===== config.mk =====
export PLATFORM = sky130hd
export DESIGN_NAME = device_bus_arbiter
export DESIGN_NICKNAME = d
export VERILOG_FILES = /design/src/rtl/device_bus_arbiter_pkg.sv /design/src/rtl/rr_arbiter2.sv /design/src/rtl/device_bus_arbiter.sv
export SDC_FILE = /design/constraint.sdc
export NUM_CORES = 1
export LEC_CHECK = 0
export ABC_AREA = 1
export BUFFER_PORTS_ARGS = -buffer_cell sky130_fd_sc_hd__buf_4
export CAP_MARGIN = 30
export CELL_PAD_IN_SITES_DETAIL_PLACEMENT = 0
export CELL_PAD_IN_SITES_GLOBAL_PLACEMENT = 1
export CORE_ASPECT_RATIO = 1.5
export CORE_MARGIN = 10
export CORE_UTILIZATION = 24
export DETAILED_ROUTE_END_ITERATION = 12
export GPL_ROUTABILITY_DRIVEN = 1
export MAX_ROUTING_LAYER = met4
export PLACE_DENSITY = 0.87
export REMOVE_ABC_BUFFERS = 1
export SYNTH_ARGS = -nofsm -noshare
export SYNTH_HDL_FRONTEND = slang
export SYNTH_HIERARCHICAL = 1
export SYNTH_SLANG_ARGS = --single-unit

===== constraint.sdc =====
create_clock -name clk -period 2.2 [get_ports clk]
set_input_delay 0.44 -clock clk [delete_from_list [all_inputs] [get_ports clk]]
set_output_delay 0.44 -clock clk [all_outputs]
set_load 0.01 [all_outputs]

===== src/rtl/device_bus_arbiter_pkg.sv =====
// Shared types for the Device bus arbiter: owner states, default widths and
// the per-master request bundle.
package device_bus_pkg;

   localparam int ADDR_W_DEF = 32;
   localparam int DATA_W_DEF = 32;

   typedef enum logic [1:0] {
      IDLE = 2'd0,
      OWN0 = 2'd1,
      OWN1 = 2'd2
   } owner_e;

   // Sized for the default widths; the arbiter is instantiated at these widths.
   typedef struct packed {
      logic                  write;
      logic                  lock;
      logic [ADDR_W_DEF-1:0] addr;
      logic [DATA_W_DEF-1:0] wdata;
   } bus_req_t;

endpackage


===== src/rtl/rr_arbiter2.sv =====
// Two-way round-robin tie-break: a lone requester wins, and on a tie the
// requester that was not served last wins.
module rr_arbiter2 (
   input  logic [1:0] req_i,
   input  logic       last_served_i,
   output logic [1:0] gnt_o
);

   always_comb begin
      gnt_o = 2'b00;
      case (req_i)
         2'b01:   gnt_o = 2'b01;
         2'b10:   gnt_o = 2'b10;
         2'b11:   gnt_o = last_served_i ? 2'b01 : 2'b10;
         default: gnt_o = 2'b00;
      endcase
   end

endmodule


===== src/rtl/device_bus_arbiter.sv =====
// Shares the single Device port between the CPU data port (m0) and the
// DMA/UART loader (m1) with round-robin, bus lock and a hold limit.
module device_bus_arbiter
   import device_bus_pkg::*;
#(
   parameter int ADDR_W   = ADDR_W_DEF,
   parameter int DATA_W   = DATA_W_DEF,
   parameter int MAX_HOLD = 8
) (
   input  logic              clk,
   input  logic              reset,
   input  logic              m0_req,
   input  logic              m0_write,
   input  logic              m0_lock,
   input  logic [ADDR_W-1:0] m0_addr,
   input  logic [DATA_W-1:0] m0_wdata,
   output logic              m0_ack,
   output logic [DATA_W-1:0] m0_rdata,
   output logic              m0_rvalid,
   input  logic              m1_req,
   input  logic              m1_write,
   input  logic              m1_lock,
   input  logic [ADDR_W-1:0] m1_addr,
   input  logic [DATA_W-1:0] m1_wdata,
   output logic              m1_ack,
   output logic [DATA_W-1:0] m1_rdata,
   output logic              m1_rvalid,
   output logic              Device_Read,
   output logic              Device_Write,
   output logic [ADDR_W-1:0] MemBus_Address,
   output logic [DATA_W-1:0] MemBus_Write_Data,
   input  logic [DATA_W-1:0] Device_Read_Data,
   output owner_e            state_o,
   output logic              last_served_o
);

   localparam int HOLD_W = $clog2(MAX_HOLD + 1);

   // Handshake: mN_req is valid and mN_ack is ready; an access transfers in
   // every cycle where both are high, and the master holds req and payload
   // steady until it sees ack.

   owner_e            state_q, state_d;
   logic              last_served_q, last_served_d;
   logic [HOLD_W-1:0] hold_cnt_q, hold_cnt_d;
   logic              lock_q, lock_d;
   logic              m0_rvalid_q, m1_rvalid_q;
   logic [DATA_W-1:0] m0_rdata_q, m1_rdata_q;

   bus_req_t   req0, req1, cur;
   logic       own0, own1, cur_req, oth_req, acc;
   logic       m0_rd_acc, m1_rd_acc;
   logic [1:0] gnt;
   owner_e     other;

   rr_arbiter2 u_rr (
      .req_i         ({m1_req, m0_req}),
      .last_served_i (last_served_q),
      .gnt_o         (gnt)
   );

   always_comb begin
      req0    = '{write: m0_write, lock: m0_lock, addr: m0_addr, wdata: m0_wdata};
      req1    = '{write: m1_write, lock: m1_lock, addr: m1_addr, wdata: m1_wdata};
      own0    = (state_q == OWN0);
      own1    = (state_q == OWN1);
      cur     = own1 ? req1 : req0;
      cur_req = (own0 & m0_req) | (own1 & m1_req);
      oth_req = (own0 & m1_req) | (own1 & m0_req);
      acc     = cur_req;
      other   = own0 ? OWN1 : OWN0;
   end

   assign m0_ack            = own0 & m0_req;
   assign m1_ack            = own1 & m1_req;
   assign Device_Read       = acc & ~cur.write;
   assign Device_Write      = acc & cur.write;
   assign MemBus_Address    = cur.addr;
   assign MemBus_Write_Data = cur.wdata;
   assign m0_rd_acc         = m0_ack & ~m0_write;
   assign m1_rd_acc         = m1_ack & ~m1_write;

   always_comb begin
      state_d       = state_q;
      last_served_d = last_served_q;
      hold_cnt_d    = hold_cnt_q;
      lock_d        = lock_q;
      case (state_q)
         IDLE: begin
            hold_cnt_d = '0;
            lock_d     = 1'b0;
            if (gnt[0])      state_d = OWN0;
            else if (gnt[1]) state_d = OWN1;
         end
         OWN0, OWN1: begin
            if (acc) begin
               lock_d = cur.lock;
               if (hold_cnt_q != HOLD_W'(MAX_HOLD)) hold_cnt_d = hold_cnt_q + HOLD_W'(1);
            end
            if (!cur_req && !lock_q) begin
               state_d       = oth_req ? other : IDLE;
               last_served_d = own1;
               hold_cnt_d    = '0;
            end else if (acc && !cur.lock && oth_req &&
                         (hold_cnt_q >= HOLD_W'(MAX_HOLD - 1))) begin
               // Greater-or-equal also releases an owner whose count saturated while locked.
               state_d       = other;
               last_served_d = own1;
               hold_cnt_d    = '0;
            end
         end
         default: state_d = IDLE;
      endcase
   end

   always_ff @(posedge clk) begin
      if (reset) begin
         state_q       <= IDLE;
         last_served_q <= 1'b1;
         hold_cnt_q    <= '0;
         lock_q        <= 1'b0;
      end else begin
         state_q       <= state_d;
         last_served_q <= last_served_d;
         hold_cnt_q    <= hold_cnt_d;
         lock_q        <= lock_d;
      end
   end

   // Read return follows the master that was acked, even across a handover.
   always_ff @(posedge clk) begin
      if (reset) begin
         m0_rvalid_q <= 1'b0;
         m1_rvalid_q <= 1'b0;
         m0_rdata_q  <= '0;
         m1_rdata_q  <= '0;
      end else begin
         m0_rvalid_q <= m0_rd_acc;
         m1_rvalid_q <= m1_rd_acc;
         if (m0_rd_acc) m0_rdata_q <= Device_Read_Data;
         if (m1_rd_acc) m1_rdata_q <= Device_Read_Data;
      end
   end

   assign m0_rvalid     = m0_rvalid_q;
   assign m1_rvalid     = m1_rvalid_q;
   assign m0_rdata      = m0_rdata_q;
   assign m1_rdata      = m1_rdata_q;
   assign state_o       = state_q;
   assign last_served_o = last_served_q;

endmodule


==> results.txt, run 1 <==
sequential element share of the synthesized area = 39.9%
gr usage total = 17.6%
CTS Root Cell = clkbuf_16
worst skew pair latency = 0.34 ns
initial antenna violation count = 3
Worst setup startpoint = state_o[0]$_SDFFE_PP0P_
Critical Path Fanout Max = 4
max frequency = 0.482 GHz
Yosys top cell area share = 39.9%
largest family of logic cells by synthesized area = simple AND/OR/NAND/NOR gates
Layout Cells excl Fill = 1,095
post-CTS setup repair buffer count = 0
Max Cap Violations = 0
vias in the first global route = 4,835
post-synthesis mux area share = 0%
post-synthesis compound-gate area fraction = 10.4%
synth unique cells = 27
Die Ht = 172 um
skew final = 0.0130 ns
top cells by area, synth = dfxtp_1 40%, nand2_1 22%, nor2_1 14%, o21ai_0 7.3%, ha_1 2.4%
final wirelength = 18,900 um
die width = 122 um
crit path cell chain = inv_2, ha_4, inv_2, or2_2, o21ai_1, inv_1, nor2_1, buf_4
Layout Nets = 1,063
commonest cells after routing, fill and taps aside = 310 x buf_4, 220 x nand2_1, 140 x nor2_1, 72 x dfxtp_1, 53 x o21ai_0
Core Footprint = 15,100 um2
Worst slew margin = 71.6%
CP Launch Type = flop
Post-Synth Adder-Cell Area = 2.36%
commonest non-fill, non-tap cell in the layout = buf_4
Critical Path End Type = output port
depth of the CTS H-tree = 3
Final setup viols = 0
Largest stage delay, worst path = 0.34 ns
HP Class = in -> reg
maximum vdd drop = 0.000648 V
Pwr Density = 1020 nW/um2
Post-Syn Area = 3710 um2
min Tclk post-route = 2.08 ns
# port buffers = 304
Routed WL per cell = 17.2 um
share of post-route cells with drive strength above 1 = 39.3%
Final period util = 94.3%
post-cts hold buffer count = 0
Power Total = 6.68 mW
Final WS setup = 0.125 ns
Vias = 4,811
Cells after DPL = 1,076
antenna-violating nets left = 0
Req. time, crit path = 1.76 ns
critical path's top delay family = buffers and inverters
Synth Area in Simple Gates = 41.0%
Longest Clk Path Bufs = 2
reg2reg start = state_o[0]$_SDFFE_PP0P_
status = completed
#FFs+latches synth = 74
WS Path Type = reg -> out
worst slew pin tran = 0.427 ns
critical path depth = 8
CTS clock-pin slew for the worst setup and hold paths = 0.06 ns
synthesized area per cell = 6.22 um2
initial detailed-routing violation count = 294
XOR/XNOR Fraction of Synth Area = 0.472%
hold path cells = 2
CP most frequent cell = inv_2
Final Hold Vio Count = 0
CTS Sinks = 74
post-CTS resize count = 4
slowest CP cell = dfxtp_2
largest net degree at the start of global routing = 71
FP Rows = 55
Die Area = 20,900 um2
GR Overflow Total = 0
hold path startpoint = reset
via density per instance = 4.39
first-pass GRT wire length = 27,900 um
DRC Markers = 0
pre-CTS setup slack = 0.298 ns
drt pass-1 iters = 4
CTS Buf Count = 9
Layout area overhead = 76.1%
Synth area leader = dfxtp_1
Routability Congestion = 0.934
# IOs = 305
Pleak = 3.62 nW
Ys Warns = 6
setup TNS = 0 ns
Crit path buffers/inverters = 4
Fillers = 1,645
CTS tree = yes
starting density of the core = 24.5%
FF-to-FF path depth = 12
Mapped Cells = 597
count of pins over their slew limit = 0
hpwl dp = 15,100 um
Data arrival, critical path = 1.64 ns
==> path summary, 6_finish.rpt <==
check	endpoint	slack, ns
setup / recovery	Device_Read	0.12
hold / removal	m1_rvalid$_SDFF_PP0_	0.32
setup reg to reg	state_o[0]$_SDFFE_PP0P_	0.46
hold reg to reg	m1_rdata[8]$_SDFFE_PP0P_	0.50
==> per-stage QoR <==
stage | hold WS [ns] | instance area, um2 | util (%)
6_report | 0.323 | 6540 | 43.2
5_1_grt | 0.320 | 6540 | 43.2
4_1_cts | 0.324 | 6520 | 43.0
3_5_place_dp | 0.484 | 6200 | 41.0
3_3_place_gp | 0.479 | 6200 | 41.0
2_1_floorplan | 0.512 | 3580 | -
==> kinds of logic after synthesis <==
| family | count (synthesis) |
|---|---|
| xor gates and xnor gates | 2 |
| buffers and inverters | 55 |
| and+or+nand+nor | 383 |
| DFF | 74 |
| adders and majority gates | 7 |
| AOI/OAI and AO/OA | 76 |
==> Yosys cell counts, drive strengths merged <==
cell and count:
dfxtp 74, clkbuf 17, inv 22, nand3 7, o21ai 66, ha 7
buf 16, nand4 1, nor2 144, nor3 1, or2 3, a21oi 10
xor2 2, nand2 226, nor4 1
==> registers in the layout, summed over array words and instances, names as in the netlist <==
register       cells
lock_q             1
m0_rdata          32
state_o            2
last_served_o      1
m1_rvalid          1
m0_rvalid          1
hold_cnt_q         4
m1_rdata          32
==> routing by layer <==
metal	vias to the layer above	wire [um]	track usage (%)
met1	2151	7210	17.9
li1	2425	-	-
met4	0	375	6.97
met5	-	0	-
met3	21	1580	5.29
met2	214	9720	30.9
==> cell type report <==
class                           instances  area (um2)  area share (%)
Tap cell                              199         249            3.81
Timing Repair Buffer                  313        2380            36.4
Clock inverter                          7        82.6            1.26
Inverter                               22        82.6            1.26
Clock buffer                            9         225            3.45
Multi-Input combinational cell        468        2030            31.0
Sequential cell                        74        1480            22.7
Antenna cell                            3        7.51           0.115
==> power breakdown <==
group          switching, mW  internal (mW)
registers              0.124           1.53
clock network          0.620          0.898
logic                   1.98           1.53
total                   2.73           3.96
==> worst reg2reg max path, cell delays in order (launching register included) <==
cell and delay, ns:
dfxtp_2 0.34, inv_2 0.10, ha_4 0.16, buf_12 0.26, nand2_1 0.15, nand2_1 0.15
nor2_4 0.06, nand2_4 0.08, nand3_2 0.08, nand2_2 0.10, nand2_1 0.06, nand2_1 0.05
nor2_1 0.04
Note: power is estimated with default switching activity, not from simulation.
==> run 2: changes to the inputs <==
PLACE_DENSITY = default   (was 0.87)
PLACE_DENSITY_LB_ADDON = 0.1   (was default)
==> run 2 against run 1 <==
Flip-flop and latch count unchanged. Cell count increased by 0.91%. Critical endpoint unchanged. Core utilization increased by 0.50 points. Maximum frequency decreased by 0.66%. Die area unchanged. Sequential power about the same. Clock power increased by 9.9%. Routed wire length increased by 5.0%. Sequential share of layout area decreased by 0.28 points. Clock-buffer cell count unchanged.
==> results.txt, run 2 (synthesized netlist as in run 1, its figures left out) <==
Placed Area = 6220 um2
RSZ-0062 raised after global routing = yes
share of post-route cells with drive strength above 1 = 39.4%
Final WS setup = 0.111 ns
Layout area overhead = 78.2%
Final Hold Vio Count = 0
Vias = 4,790
initial antenna violation count = 10
worst skew pair latency = 0.33 ns
Layout Nets = 1,066
gr usage total = 18.4%
# IOs = 305
initial detailed-routing violation count = 235
pre-CTS setup slack = 0.312 ns
Final period util = 95.0%
Largest stage delay, worst path = 0.35 ns
antenna-violating nets left = 0
via density per instance = 4.33
Pwr Density = 1040 nW/um2
maximum vdd drop = 0.000599 V
Critical Path Fanout Max = 4
Routability Congestion = 0.904
final wirelength = 19,800 um
vias in the first global route = 4,764
max frequency = 0.479 GHz
Data arrival, critical path = 1.65 ns
Layout Cells excl Fill = 1,105
worst slew pin tran = 0.432 ns
count of pins over their slew limit = 0
starting density of the core = 24.5%
CTS Sinks = 74
CTS Root Cell = clkbuf_16
# port buffers = 304
R2R setup slack = 0.39 ns
Pleak = 3.65 nW
Cells after DPL = 1,079
critical path's top delay family = simple AND/OR/NAND/NOR gates
Core Footprint = 15,100 um2
post-cts hold buffer count = 0
Worst slew margin = 71.2%
FP Rows = 55
commonest cells after routing, fill and taps aside = 313 x buf_4, 220 x nand2_1, 140 x nor2_1, 73 x dfxtp_1, 53 x o21ai_0
CP most frequent cell = inv_2
Die Ht = 172 um
CP Launch Type = flop
Critical Path End Type = output port
status = completed
largest net degree at the start of global routing = 69
GR Overflow Total = 0
first-pass GRT wire length = 28,600 um
skew final = 0.00399 ns
hpwl dp = 16,300 um
Max Cap Violations = 0
Routed WL per cell = 17.9 um
commonest non-fill, non-tap cell in the layout = buf_4
Req. time, crit path = 1.76 ns
CTS Buf Count = 9
HP Class = in -> reg
Crit path buffers/inverters = 4
CTS tree = yes
slowest CP cell = dfxtp_1
CTS clock-pin slew for the worst setup and hold paths = 0.06 ns
depth of the CTS H-tree = 3
WS Path Type = reg -> out
Final setup viols = 0
post-route cell area = 6610 um2
hold_ws = 0.315 ns
die width = 122 um
Die Area = 20,900 um2
Longest Clk Path Bufs = 2
DRC Markers = 0
drt pass-1 iters = 4
Power Total = 6.86 mW
min Tclk post-route = 2.09 ns
crit path cell chain = inv_2, ha_4, inv_2, or2_2, o21ai_2, inv_1, nor2_1, buf_4
-- run 2: cell types whose count changed in the layout (fill, tap and decap cells not counted), sizes merged --
cell      before  now
inv           26   22
diode          3   10
bufinv         1    3
buf          313  316
clkinv         0    1
clkinvlp       2    3
-- run 2: routing by layer --
metal  wire length (um)  track usage [%]
met1               7520             19.2
met2               9340             29.4
met3               2620             9.50
met4                351             6.14
met5                  0                -
-- run 2: cell type report --
| class | count | area, um2 |
|---|---|---|
| Fill cell | 1647 | 8530 |
| Timing Repair Buffer | 316 | 2400 |
| Multi-Input combinational cell | 468 | 2030 |
| Sequential cell | 74 | 1480 |
| Tap cell | 199 | 249 |
| Clock buffer | 9 | 225 |
| Clock inverter | 7 | 118 |
| Inverter | 22 | 82.6 |
| Antenna cell | 10 | 25.0 |
-- run 2: path summary, 6_finish.rpt --
kind / from / endpoint / cells past startpoint
setup / recovery: state_o[0]$_SDFFE_PP0P_ / Device_Read / 8
hold / removal: reset / m1_rvalid$_SDFF_PP0_ / 2
setup reg to reg: state_o[0]$_SDFFE_PP0P_ / hold_cnt_q[3]$_SDFFE_PP0P_ / 13
hold reg to reg: m1_rdata[11]$_SDFFE_PP0P_ / m1_rdata[11]$_SDFFE_PP0P_ / 2
-- run 2: stage by stage --
| stage | setup TNS (ns) | utilization [%] |
|---|---|---|
| final | 0 | 43.7 |
| after detailed placement | 0 | 41.1 |
| after global placement | 0 | 41.1 |
| after global routing | -0.0816 | 43.7 |
| after floorplan | -68.12 | - |
| after CTS | 0 | 43.4 |
-- run 2: report_power, final --
| group | internal (mW) | switching (mW) | total [mW] |
|---|---|---|---|
| Combinational | 1.55 | 1.98 | 3.54 |
| Clock | 1.10 | 0.564 | 1.67 |
| Sequential | 1.53 | 0.121 | 1.65 |
-- run 2: what timing repair did --
item,CTS,global route
setup endpoints to repair,3,8
buffers inserted,0,0
gates resized for setup,2,4
==> run 3: changes to the inputs <==
CORE_UTILIZATION = 26   (was 24)
SLEW_MARGIN = 5   (was default)
clock period = 2.7 ns   (was 2.2 ns; I/O delays follow)
==> run 3 against run 2 <==
Clock power decreased by 25%. Sequential power is 19% lower. Flip-flop and latch count did not move. Clock skew rose by 0.0015 ns. Die area is 6.6% lower. Clock-buffer cell count grew 1. Global-route usage rose by 1.1 points. Critical path type unchanged. Largest power group unchanged.
==> results.txt, run 3 (synthesized netlist as in run 1, its figures left out) <==
first-pass GRT wire length = 29,200 um
Critical Path Fanout Max = 48
Req. time, crit path = 2.16 ns
Routed WL per cell = 17.8 um
initial detailed-routing violation count = 225
depth of the CTS H-tree = 3
hpwl dp = 15,800 um
# port buffers = 304
Pleak = 3.62 nW
CTS Buf Count = 9
hold_ws = 0.433 ns
RSZ-0062 raised after global routing = no
final wirelength = 19,400 um
Final Hold Vio Count = 0
Layout Nets = 1,062
post-cts hold buffer count = 0
Max Cap Violations = 0
Core Footprint = 14,000 um2
Longest Clk Path Bufs = 2
worst slew pin tran = 0.611 ns
Final WS setup = 0.264 ns
worst skew pair latency = 0.33 ns
CTS Root Cell = clkbuf_16
Die Ht = 166 um
post-CTS resize count = 0
Final period util = 90.2%
CP Launch Type = flop
GR Overflow Total = 0
Largest stage delay, worst path = 0.38 ns
Data arrival, critical path = 1.90 ns
Vias = 4,889
Sw Share = 39.3%
Switch Pwr = 2.13 mW
min Tclk post-route = 2.44 ns
maximum vdd drop = 0.000552 V
Power Total = 5.42 mW
Cells after DPL = 1,068
commonest non-fill, non-tap cell in the layout = buf_4
starting density of the core = 26.5%
combinational power share = 52.0%
slowest CP cell = dfxtp_1
status = completed
part of the power in registers = 24.7%
Die Area = 19,600 um2
Layout Cells excl Fill = 1,094
count of pins over their slew limit = 0
drt pass-1 iters = 5
gr usage total = 19.5%
largest net degree at the start of global routing = 69
die width = 118 um
Pwr Density = 830 nW/um2
crit path cell chain = inv_1, ha_2, inv_2, buf_12, nand2_1, nand2_1, buf_4
commonest cells after routing, fill and taps aside = 310 x buf_4, 220 x nand2_1, 140 x nor2_1, 74 x dfxtp_1, 54 x o21ai_0
share of post-route cells with drive strength above 1 = 38.7%
WS Path Type = reg -> out
CTS clock-pin slew for the worst setup and hold paths = 0.06 ns
# IOs = 305
via density per instance = 4.47
skew final = 0.00551 ns
Worst slew margin = 59.3%
Final setup viols = 0
DRC Markers = 0
CTS Sinks = 74
Critical Path End Type = output port
pre-CTS setup slack = 0.577 ns
clock power share = 23.3%
HP Class = in -> reg
Routability Congestion = 0.834
post-CTS setup repair buffer count = 0
max frequency = 0.411 GHz
internal power = 3.29 mW
initial antenna violation count = 10
antenna-violating nets left = 0
CTS tree = yes
vias in the first global route = 5,005
FP Rows = 53
CP most frequent cell = nand2_1
Layout area overhead = 76.0%
-- run 3: critical path, delay by kind of cell, from the launching register on --
kind	cells	cell delay, ns
buf+inv	4	0.78
flops	1	0.38
fa+ha+maj	1	0.22
simple gates	2	0.17
-- run 3: power by group through the flow --
stage	clock network [mW]	registers [mW]	logic [mW]
after global placement	0	1.35	2.86
after detailed placement	0	1.36	2.87
after CTS	1.30	1.34	2.88
after floorplan	0	1.41	1.32
final	1.26	1.34	2.82
after global routing	1.34	1.36	3.15
-- run 3: per-stage QoR --
stage	utilization, %	cell area, um2	TNS [ns]
finish	46.7	6530	0
global route	46.7	6530	0
CTS	46.5	6510	0
detailed placement	44.2	6190	0
global placement	44.2	6190	0
floorplan	-	3580	-37.72
-- run 3: area by class of cell --
class / instances / area [um2]
Fill cell: 1514 / 7460
Timing Repair Buffer: 312 / 2370
Multi-Input combinational cell: 468 / 2010
Sequential cell: 74 / 1480
Tap cell: 192 / 240
Clock buffer: 10 / 229
Clock inverter: 6 / 91.3
Inverter: 22 / 82.6
Antenna cell: 10 / 25.0
-- run 3: worst paths after layout --
path,from,endpoint,slack (ns),depth (start not counted)
worst min register to register,m1_rdata[10]$_SDFFE_PP0P_,m1_rdata[10]$_SDFFE_PP0P_,0.50,2
worst min-delay path,reset,m0_rvalid$_SDFF_PP0_,0.43,2
worst max-delay path,state_o[0]$_SDFFE_PP0P_,MemBus_Write_Data[9],0.26,7
worst max register to register,state_o[1]$_SDFFE_PP0P_,m0_rdata[10]$_SDFFE_PP0P_,0.78,9
-- run 3: metal layers --
metal	vias up	global-route usage [%]	part of all wire, %
li1	2437	-	-
met1	2203	20.3	38
met2	230	31.9	48
met3	19	9.97	12
met4	0	5.34	1.7
met5	-	-	0
